[src/rtl/clarke_transform.sv]
// -----------------------------------------------------------------------------
// clarke_transform
//   Fixed-point Clarke transform (abc -> alpha/beta) for a balanced three-phase
//   system, where c = -a - b is implied:
//       alpha = a
//       beta  = (a + 2b) / sqrt(3)
//   The block is fully pipelined. It accepts one sample per clock and has
//   three register stages. It has no stall and no backpressure.
//
// Parameters
//   D_WIDTH  signed width of a, b, alpha and beta (two's complement)
//   Q_BITS   fractional bits of all data; 1.0 = 2**Q_BITS
//
// Ports
//   clk    in   1        clock; all logic runs on the rising edge
//   rstb   in   1        asynchronous, active-low reset
//   a      in   D_WIDTH  phase-a sample
//   b      in   D_WIDTH  phase-b sample
//   start  in   1        input-valid strobe; a and b are sampled when it is high
//   alpha  out  D_WIDTH  alpha result; holds the last valid value
//   beta   out  D_WIDTH  beta result; holds the last valid value
//   done   out  1        output-valid strobe, three edges after start
// -----------------------------------------------------------------------------
module clarke_transform #(
    parameter int D_WIDTH = 18,
    parameter int Q_BITS  = 15
) (
    input  logic                       clk,
    input  logic                       rstb,
    input  logic signed [D_WIDTH-1:0]  a,
    input  logic signed [D_WIDTH-1:0]  b,
    input  logic                       start,
    output logic signed [D_WIDTH-1:0]  alpha,
    output logic signed [D_WIDTH-1:0]  beta,
    output logic                       done
);

    localparam int SW = D_WIDTH + 2;   // width of a + 2b
    localparam int KW = Q_BITS + 2;    // signed width of the 1/sqrt(3) coefficient
    localparam int PW = SW + KW;       // full product width

    // Computes K = round(2**q / sqrt(3)) using integer arithmetic only.
    // K is the largest k for which 3*(2k-1)^2 <= 4^(q+1).
    // This condition is the same as (k - 0.5) <= 2**q / sqrt(3).
    function automatic longint unsigned calc_k(input int q);
        longint unsigned k;
        longint unsigned t;
        longint unsigned d;
        longint unsigned lim;
        k   = 64'd0;
        lim = 64'd1 << (2 * q + 2);
        for (int bi = q; bi >= 0; bi--) begin
            t = k | (64'd1 << bi);
            d = 2 * t - 64'd1;
            if (3 * d * d <= lim) begin
                k = t;
            end
        end
        return k;
    endfunction

    localparam longint unsigned  K_VAL  = calc_k(Q_BITS);
    localparam logic signed [KW-1:0] K_COEF = $signed(K_VAL[KW-1:0]);

    localparam logic signed [PW-1:0] MAX_P =
        $signed({{(PW-D_WIDTH+1){1'b0}}, {(D_WIDTH-1){1'b1}}});
    localparam logic signed [PW-1:0] MIN_P =
        $signed({{(PW-D_WIDTH+1){1'b1}}, {(D_WIDTH-1){1'b0}}});

    // Adds one half LSB, then shifts arithmetically.
    // The result is round-half-up, so an exact .5 moves toward +infinity.
    function automatic logic signed [PW-1:0] round_shift(input logic signed [PW-1:0] p);
        logic signed [PW-1:0] half;
        half             = '0;
        half[Q_BITS-1]   = 1'b1;
        return (p + half) >>> Q_BITS;
    endfunction

    // Clamps a value to the signed D_WIDTH output range.
    function automatic logic signed [D_WIDTH-1:0] sat(input logic signed [PW-1:0] v);
        logic signed [PW-1:0] c;
        if (v > MAX_P) begin
            c = MAX_P;
        end else if (v < MIN_P) begin
            c = MIN_P;
        end else begin
            c = v;
        end
        return c[D_WIDTH-1:0];
    endfunction

    logic signed [SW-1:0]       w_sum;
    logic signed [PW-1:0]       w_prod;
    logic signed [D_WIDTH-1:0]  w_beta;

    logic signed [D_WIDTH-1:0]  r_alpha_p1;
    logic signed [SW-1:0]       r_sum_p1;
    logic                       r_vld_p1;

    logic signed [D_WIDTH-1:0]  r_alpha_p2;
    logic signed [PW-1:0]       r_prod_p2;
    logic                       r_vld_p2;

    logic signed [D_WIDTH-1:0]  r_alpha_p3;
    logic signed [D_WIDTH-1:0]  r_beta_p3;
    logic                       r_vld_p3;

    // Both addends are sign-extended to SW bits, so a + 2b cannot overflow.
    assign w_sum = $signed({{2{a[D_WIDTH-1]}}, a}) + $signed({b[D_WIDTH-1], b, 1'b0});

    // Both operands are extended to the product width before multiplying.
    // The exact product fits in PW bits, so the truncated result is exact.
    assign w_prod = $signed({{KW{r_sum_p1[SW-1]}}, r_sum_p1})
                  * $signed({{SW{K_COEF[KW-1]}}, K_COEF});

    assign w_beta = sat(round_shift(r_prod_p2));

    // ---- Stage 1: capture alpha and form a + 2b ----
    always_ff @(posedge clk or negedge rstb) begin
        if (!rstb) begin
            r_vld_p1   <= 1'b0;
            r_alpha_p1 <= '0;
            r_sum_p1   <= '0;
        end else begin
            r_vld_p1 <= start;
            if (start) begin
                r_alpha_p1 <= a;
                r_sum_p1   <= w_sum;
            end
        end
    end

    // ---- Stage 2: full-width multiply by 1/sqrt(3) ----
    always_ff @(posedge clk or negedge rstb) begin
        if (!rstb) begin
            r_vld_p2   <= 1'b0;
            r_alpha_p2 <= '0;
            r_prod_p2  <= '0;
        end else begin
            r_vld_p2 <= r_vld_p1;
            if (r_vld_p1) begin
                r_alpha_p2 <= r_alpha_p1;
                r_prod_p2  <= w_prod;
            end
        end
    end

    // ---- Stage 3: round, saturate and register the outputs ----
    // The output registers load only on valid samples.
    // Between valid samples they hold the last result.
    always_ff @(posedge clk or negedge rstb) begin
        if (!rstb) begin
            r_vld_p3   <= 1'b0;
            r_alpha_p3 <= '0;
            r_beta_p3  <= '0;
        end else begin
            r_vld_p3 <= r_vld_p2;
            if (r_vld_p2) begin
                r_alpha_p3 <= r_alpha_p2;
                r_beta_p3  <= w_beta;
            end
        end
    end

    assign alpha = r_alpha_p3;
    assign beta  = r_beta_p3;
    assign done  = r_vld_p3;

endmodule

[config.mk]
export PLATFORM = sky130hd
export DESIGN_NAME = clarke_transform
export DESIGN_NICKNAME = d
export VERILOG_FILES = /design/src/rtl/clarke_transform.sv
export SDC_FILE = /design/constraint.sdc
export NUM_CORES = 1
export LEC_CHECK = 0
export CAP_MARGIN = 15
export CELL_PAD_IN_SITES_DETAIL_PLACEMENT = 1
export CELL_PAD_IN_SITES_GLOBAL_PLACEMENT = 2
export CORE_MARGIN = 3
export CORE_UTILIZATION = 39
export CTS_BUF_LIST = sky130_fd_sc_hd__clkbuf_4
export DETAILED_ROUTE_END_ITERATION = 7
export GPL_TIMING_DRIVEN = 0
export PLACE_DENSITY_LB_ADDON = 0.05
export SLEW_MARGIN = 10
export SYNTH_ARGS = -nofsm -noshare
export SYNTH_HDL_FRONTEND = slang
export SYNTH_SLANG_ARGS = --single-unit
[constraint.sdc]
create_clock -name clk -period 6.11 [get_ports clk]
set_input_delay 0.611 -clock clk [delete_from_list [all_inputs] [get_ports clk]]
set_output_delay 0.611 -clock clk [all_outputs]
set_load 0.01 [all_outputs]
* After elaboration in Yosys (flattened, before gate mapping)
Cells that the tools add are included.
** Word-level totals
- Bits of input ports :: 39
- Output and inout port bits :: 37
- Register bits after elaboration :: 132
- Logic and storage cells :: 16
** Operators by class
- Multiplexer cells :: 2
- $lt $le $gt $ge :: 2
- $add $sub $neg :: 2
- Multiply operators :: 1
** Operator list (count)
- 37-bit by 16-bit adder with 37-bit output, second input constant :: 1
- 20-bit by 16-bit multiplier with 36-bit output, second input constant :: 1
- 18-bit two-way mux :: 2
- 22-bit by 18-bit greater-than comparator with 1-bit output, second input constant :: 1
- 22-bit by 18-bit less-than comparator with 1-bit output, second input constant :: 1
- 18-bit by 19-bit adder with 20-bit output :: 1

* Longest topological paths before layout
Gate-level depths: netlist of run 1.
- Word-level depth :: 4
- Mapped depth :: 22
- Mapped depth without buffers :: 21

* Worst setup path after synthesis of run 1
Ideal clock, no wire load.
- Kind :: register -> register
- From :: register r_sum_p1[6]
- To :: register r_prod_p2[22]
- Path slack :: 0.692 ns
- Buffers on the path :: 0
- Data required time :: 5.985 ns
- Stages on the path, launching flop included :: 19
- Data arrival time :: 5.293 ns
- Cell sequence :: dfrtp_1 > ha_1 > xor2_1 > ha_1 > or2_2 > fa_1 > fa_1 > fa_1 > inv_1 > fa_1 > inv_1 > ha_1 > and3_1 > nor3b_1 > nor2_1 > o31ai_1 > a31oi_1 > xnor2_1 > mux2_2
** Between the ends
- Cells in the longest elaborated chain, start to end :: 1
** RTL lines
- start, declared :: line 97 : logic signed [SW-1:0] r_sum_p1;
- start signal, assigned :: line 128 : r_sum_p1 <= w_sum;
- 20-bit by 16-bit multiplier with 36-bit output :: line 114 : * $signed({{SW{K_COEF[KW-1]}}, K_COEF});
- end signal, assigned :: line 143 : r_prod_p2 <= w_prod;
- end, declared :: line 101 : logic signed [PW-1:0] r_prod_p2;
No other way between the ends.
A chain may end at the register's enable or synchronous reset.

* Worst setup path after layout of run 1
- From :: register r_sum_p1[8]
- To :: register r_prod_p2[25]
Same word-level chain as after synthesis.

==> flow_summary.yaml, run 1 <==
yosys:
  syn_area_mm2: 0.0119
  ys_seq_elements: 116
  syn_area_per_cell_um2: 10.3
  synth_edf_count: 0
  synthesis.nets: 1467
  synth_ff_type: "dfrtp_1"
  synthArstFlopShare: 1.00
  ys_seq_area_frac: 0.243
  ys.warnings.count: 0
  syn_inst: 1154
  ys_types: 64
final_layout:
  mostFrequentLayoutCell: "inv_1"
  final_cell_mix: "inv_1, ha_1, fa_1"
  instances_no_fill: 1654
  drive_above_1_share: 0.138
  seq_area_mm2: 0.00292
  diodes: 0
  n_fill_cell: 3303
  multi_input_area_mm2: 0.00808
  area_delta_synth_final_pct: 14.5
  finalNetCount: 1564
  fin_area_mm2: 0.0136
setup_path:
  rrSetupSlack_ns: 0.19
  r2r_start: "r_sum_p1[8]"
  crit_arrival_ns: 6.33
  crit_type: "flip-flop to flip-flop"
  cp.required_ns: 6.53
  start_kind: "flip-flop"
  reg2regPathDepth: 19
  path_max_fanout: 6
  crit_path_end_kind: "flip-flop"
  r2r_end: "r_prod_p2[25]"
clock_tree:
  htree_levels: 4
  cts_sinks: 116
  cts_made_buffers: 17
  clk_path_buf_depth: 2
  cts_tree: "yes"
  clk_latency_ns: 0.53
  cts-root-buf: "clkbuf_4"
  cts.reportedPaths.clkPinSlew_ns: 0.11
worst_hold_path:
  hold_end: "r_vld_p2"
  worstHoldStart: "r_vld_p1"
  min_path_cells: 0
  hp-class: "flip-flop to flip-flop"
sta:
  tns_ns: 0
  hold_violations: 0
  min_period_ns: 5.92
  drv_slew: 0
  skew_ns: 0.0150
  setup_viol: 0
  fin_crit_sh: 0.969
  tightest_slew_ns: 0.817
  rsz0062_at_grt: "true"
  clock.fmax_ghz: 0.169
  fin_ws_ns: 0.192
  max_slew_margin: 0.451
global_route:
  track_usage: 0.192
  antenna_found_initial: 0
  grt_max_degree: 73
  grt_pass1_wl_mm: 49.6
  gr-total-overflow: 0
  grt_pass1_vias: 9284
route:
  ant_nets: 0
  routed_wl_mm: 30.2
  vias_per_cell: 4.92
  drc: 0
  detailedRoute.firstPassIterationCount: 4
  wl_per_cell_um: 18.3
  drtIter0Drc: 243
  vias: 8138
die:
  die-area_mm2: 0.0327
  io_pins: 76
  die_h_um: 181
  start_util: 0.399
  rows: 63
  core-area_mm2: 0.0299
  die_w_um: 181
placed_design:
  dp_slack_ns: -0.396
  dp_cells: 1620
  io_buffer_count: 75
  place_congestion: 0.848
  dp_hpwl_mm: 25.8
  dpl_cell_area_mm2: 0.0132
run:
  cap_viol_max_count: 0
outcome:
  status: "finished clean"
==> metrics by stage <==
stage               hold slack [ns]   util
floorplan                     0.315      -
global placement              0.357  0.441
detailed placement            0.361  0.442
CTS                           0.397  0.453
global route                  0.400  0.457
finish                        0.393  0.457
==> synthesized netlist by cell type, drive strengths merged, types with 18 or more instances <==
master	n	area (um^2)
a21oi	38	190
fa	116	2320
o21ai	19	95.1
dfrtp	116	2900
nor2	41	178
nand2	39	149
xnor2	37	324
xor2	45	394
ha	158	1980
inv	243	912
mux2	79	890
nand3	21	118
clkbuf	18	67.6
==> critical path, cell delays in order, from the launching register on <==
cell,delay (ns)
dfrtp_1,0.51
ha_1,0.39
xor2_1,0.17
ha_1,0.17
or2_2,0.30
fa_1,0.51
fa_1,0.45
fa_1,0.56
inv_1,0.07
fa_1,0.54
inv_1,0.04
ha_1,0.46
nand2_1,0.11
o21ai_1,0.34
nor3_2,0.16
o41ai_2,0.36
buf_4,0.18
a21boi_0,0.10
xnor2_1,0.14
mux2_2,0.26
==> state kept, by name, indices dropped and copies added (netlist names) <==
signal	cells
r_vld_p1	1
done	1
alpha	18
r_prod_p2	22
beta	18
r_sum_p1	19
r_alpha_p1	18
r_vld_p2	1
r_alpha_p2	18
==> kinds of logic after synthesis <==
kind of cell	Yosys count	share of synthesized area
adders and majority gates	274	0.361
and+or+nand+nor	178	0.0800
muxes	91	0.0847
AOI/OAI and AO/OA	145	0.0848
xor gates and xnor gates	82	0.0602
DFF	116	0.243
buffers and inverters	268	0.0863
==> layer usage <==
| metal | vias up | track usage | share of wire |
|---|---|---|---|
| met2 | 71 | 0.350 | 0.51 |
| li1 | 3966 | - | - |
| met4 | 0 | 0.0304 | 0.010 |
| met5 | - | 0 | 0 |
| met3 | 18 | 0.0258 | 0.025 |
| met1 | 4083 | 0.247 | 0.46 |
==> worst max-delay path by stage <==
stage	from	end	slack [ns]	cells past startpoint
3_3_place_gp	r_sum_p1[6]	r_prod_p2[22]	-0.36	18
3_5_place_dp	r_sum_p1[6]	r_prod_p2[22]	-0.40	18
2_1_floorplan	r_sum_p1[6]	r_prod_p2[22]	0.69	18
5_1_grt	r_sum_p1[8]	r_prod_p2[25]	-0.01	19
6_report	r_sum_p1[8]	r_prod_p2[25]	0.19	19
4_1_cts	r_sum_p1[6]	r_prod_p2[22]	0.01	18
==> final cells by class <==
class | count | share of cell area
clock inverters | 14 | 0.0136
clock buffers | 18 | 0.00990
flip-flops and latches | 116 | 0.214
repair buffers | 82 | 0.0606
plain buffers | 21 | 0.00743
well taps | 390 | 0.0358
multi-input cells | 770 | 0.592
inverters | 243 | 0.0668
==> timing repair <==
action,4_1_cts,5_1_grt
hold buffers,1,0
setup endpoints to repair,15,16
buffers inserted,0,5
hold endpoints to repair,37,0
resized for setup,7,26
pin swaps,1,2
Power of run 1 is not shown: default switching activity piles up to over one toggle a cycle in this logic, so the estimate is an artifact.
==> inputs of run 2 (changes only) <==
--- a/config.mk
+++ b/config.mk
@@ -11,9 +11,11 @@
 export CORE_MARGIN = 3
 export CORE_UTILIZATION = 39
 export CTS_BUF_LIST = sky130_fd_sc_hd__clkbuf_4
+export CTS_CLUSTER_SIZE = 14
 export DETAILED_ROUTE_END_ITERATION = 7
 export GPL_TIMING_DRIVEN = 0
-export PLACE_DENSITY_LB_ADDON = 0.05
+export PLACE_DENSITY = 0.82
+export REMOVE_ABC_BUFFERS = 1
 export SLEW_MARGIN = 10
 export SYNTH_ARGS = -nofsm -noshare
 export SYNTH_HDL_FRONTEND = slang
==> run 2 against run 1 <==
  * Highest routed layer unchanged
  * Die area did not move
  * Register-to-register slack improved by 0.08 ns
  * Flip-flop and latch count did not move
  * Non-clock buffer count fell by 22
  * First-iteration DRC count fell by 1.2%
  * Utilization fell by 0.40 points
  * Cell area fell by 0.87%
  * Sequential share of layout area rose by 0.10 points
  * Worst setup slack improved by 0.077 ns
  * Clock-buffer cell count fell by 1
  * Critical endpoint is now r_prod_p2[28]
  * Wire length fell by 9.1%
==> flow_summary.yaml, run 2 (synthesis gave the netlist of run 1 again) <==
outcome:
  status: "finished clean"
setup_path:
  crit_arrival_ns: 6.27
  cp-startpoint: "r_sum_p1[7]"
  cp.required_ns: 6.54
  start_kind: "flip-flop"
  crit_type: "flip-flop to flip-flop"
  reg2regPathDepth: 19
  crit_path_end_kind: "flip-flop"
  cp-endpoint: "r_prod_p2[28]"
  rrSetupSlack_ns: 0.27
  r2r_start: "r_sum_p1[7]"
  r2r_end: "r_prod_p2[28]"
  path_max_fanout: 6
die:
  core-area_mm2: 0.0299
  io_pins: 76
  die_w_um: 181
  start_util: 0.399
  die-area_mm2: 0.0327
  die_h_um: 181
  rows: 63
placed_design:
  dp_slack_ns: 0.0452
  dp_hpwl_mm: 23.0
  place_congestion: 0.899
  io_buffer_count: 75
  dpl_cell_area_mm2: 0.0131
  dp_cells: 1598
final_layout:
  area_delta_synth_final_pct: 13.5
  drive_above_1_share: 0.128
  mostFrequentLayoutCell: "inv_1"
  largest_reg_flops: 22
  top_register: "r_prod_p2"
  instances_no_fill: 1633
  fin_area_mm2: 0.0135
  reg_top3: "r_prod_p2 (22), r_sum_p1 (19)"
  n_fill_cell: 3359
  finalNetCount: 1542
  final_cell_mix: "inv_1, ha_1, fa_1"
sta:
  rsz0062_at_grt: "true"
  max_slew_margin: 0.443
  tns_ns: 0
  clock.fmax_ghz: 0.171
  min_period_ns: 5.84
  setup_viol: 0
  drv_slew: 0
  tightest_slew_ns: 0.830
  hold_violations: 0
  fin_crit_sh: 0.956
  skew_ns: 0.0323
  fin_ws_ns: 0.269
route:
  vias_per_cell: 4.91
  detailedRoute.firstPassIterationCount: 4
  wl_per_cell_um: 16.8
  vias: 8026
  routed_wl_mm: 27.5
  ant_nets: 0
  drc: 0
  drtIter0Drc: 240
global_route:
  grt_pass1_wl_mm: 46.3
  gr-usage-met3: 0.0338
  use_met1: 0.221
  gr-total-overflow: 0
  grt_pass1_vias: 9062
  antenna_found_initial: 1
  grt.busiest_layer: "met2"
  use_met2: 0.303
  grt_max_degree: 87
  track_usage: 0.174
clock_tree:
  cts-root-buf: "clkbuf_4"
  clk_latency_ns: 0.55
  cts_tree: "yes"
  htree_levels: 4
  cts.reportedPaths.clkPinSlew_ns: 0.14
  cts_made_buffers: 17
  clk_path_buf_depth: 2
  cts_sinks: 116
run:
  cap_viol_max_count: 0
worst_hold_path:
  hp-class: "input pin to flip-flop"
-- run 2: cell types whose count changed in the layout (fill, tap and decap cells not counted), moves of 4 or more --
cell / before / now
buf_4: 5 / 0
dfrtp_1: 103 / 112
buf_1: 4 / 0
dfrtp_2: 12 / 3
inv_6: 1 / 6
clkbuf_1: 14 / 0
-- run 2: what timing repair did --
item / CTS / global route
setup endpoints to repair: 0 / 16
resized for setup: 0 / 12
hold buffers: 1 / 0
hold endpoints to repair: 30 / 0
buffers inserted: 0 / 1
-- run 2: area by class of cell --
type,count,area [um^2],share of cell area
tap,390,488,0.0361
timing repair buffer,81,887,0.0656
multi-input combinational,770,8030,0.594
clock buffer,17,128,0.00943
clock inverter,15,169,0.0125
inverter,243,912,0.0674
antenna,1,2.50,0.000185
sequential,116,2910,0.215
-- run 2: worst min-delay path by stage --
| stage | endpoint | from | cells after the start | slack [ns] |
|---|---|---|---|---|
| after floorplan | alpha[0] | rstb | 0 | 0.32 |
| after global placement | beta[3] | beta[3] | 1 | 0.48 |
| after detailed placement | beta[11] | beta[11] | 1 | 0.49 |
| after CTS | r_vld_p1 | start | 1 | 0.35 |
| after global routing | r_vld_p1 | start | 1 | 0.37 |
| final | r_vld_p1 | start | 1 | 0.41 |
-- run 2: per-stage QoR --
| step | hold WS, ns | util |
|---|---|---|
| after floorplan | 0.315 | - |
| after global placement | 0.481 | 0.437 |
| after detailed placement | 0.488 | 0.440 |
| after CTS | 0.349 | 0.450 |
| after global routing | 0.367 | 0.453 |
| final | 0.413 | 0.453 |
-- run 2: routing by layer --
layer / wire, um / part of all wire / vias up
li1: - / - / 3929
met1: 12600 / 0.46 / 3957
met2: 13400 / 0.49 / 112
met3: 915 / 0.033 / 28
met4: 550 / 0.020 / 0
met5: 0 / 0 / -
-- run 2: critical path, cell delays in order (launching register included) --
cell and delay, ns:
dfrtp_1 0.54, ha_1 0.41, xor2_1 0.17, ha_1 0.18, or2_2 0.30, fa_1 0.50
fa_1 0.45, fa_1 0.56, inv_1 0.06, fa_1 0.53, inv_1 0.04, ha_1 0.34
a21oi_1 0.15, o21ai_0 0.10, a31o_2 0.25, nor3b_2 0.33, o31ai_4 0.16, a21o_1 0.22
xor2_1 0.14, mux2_2 0.26
Power of run 2 is left out for the same reason.
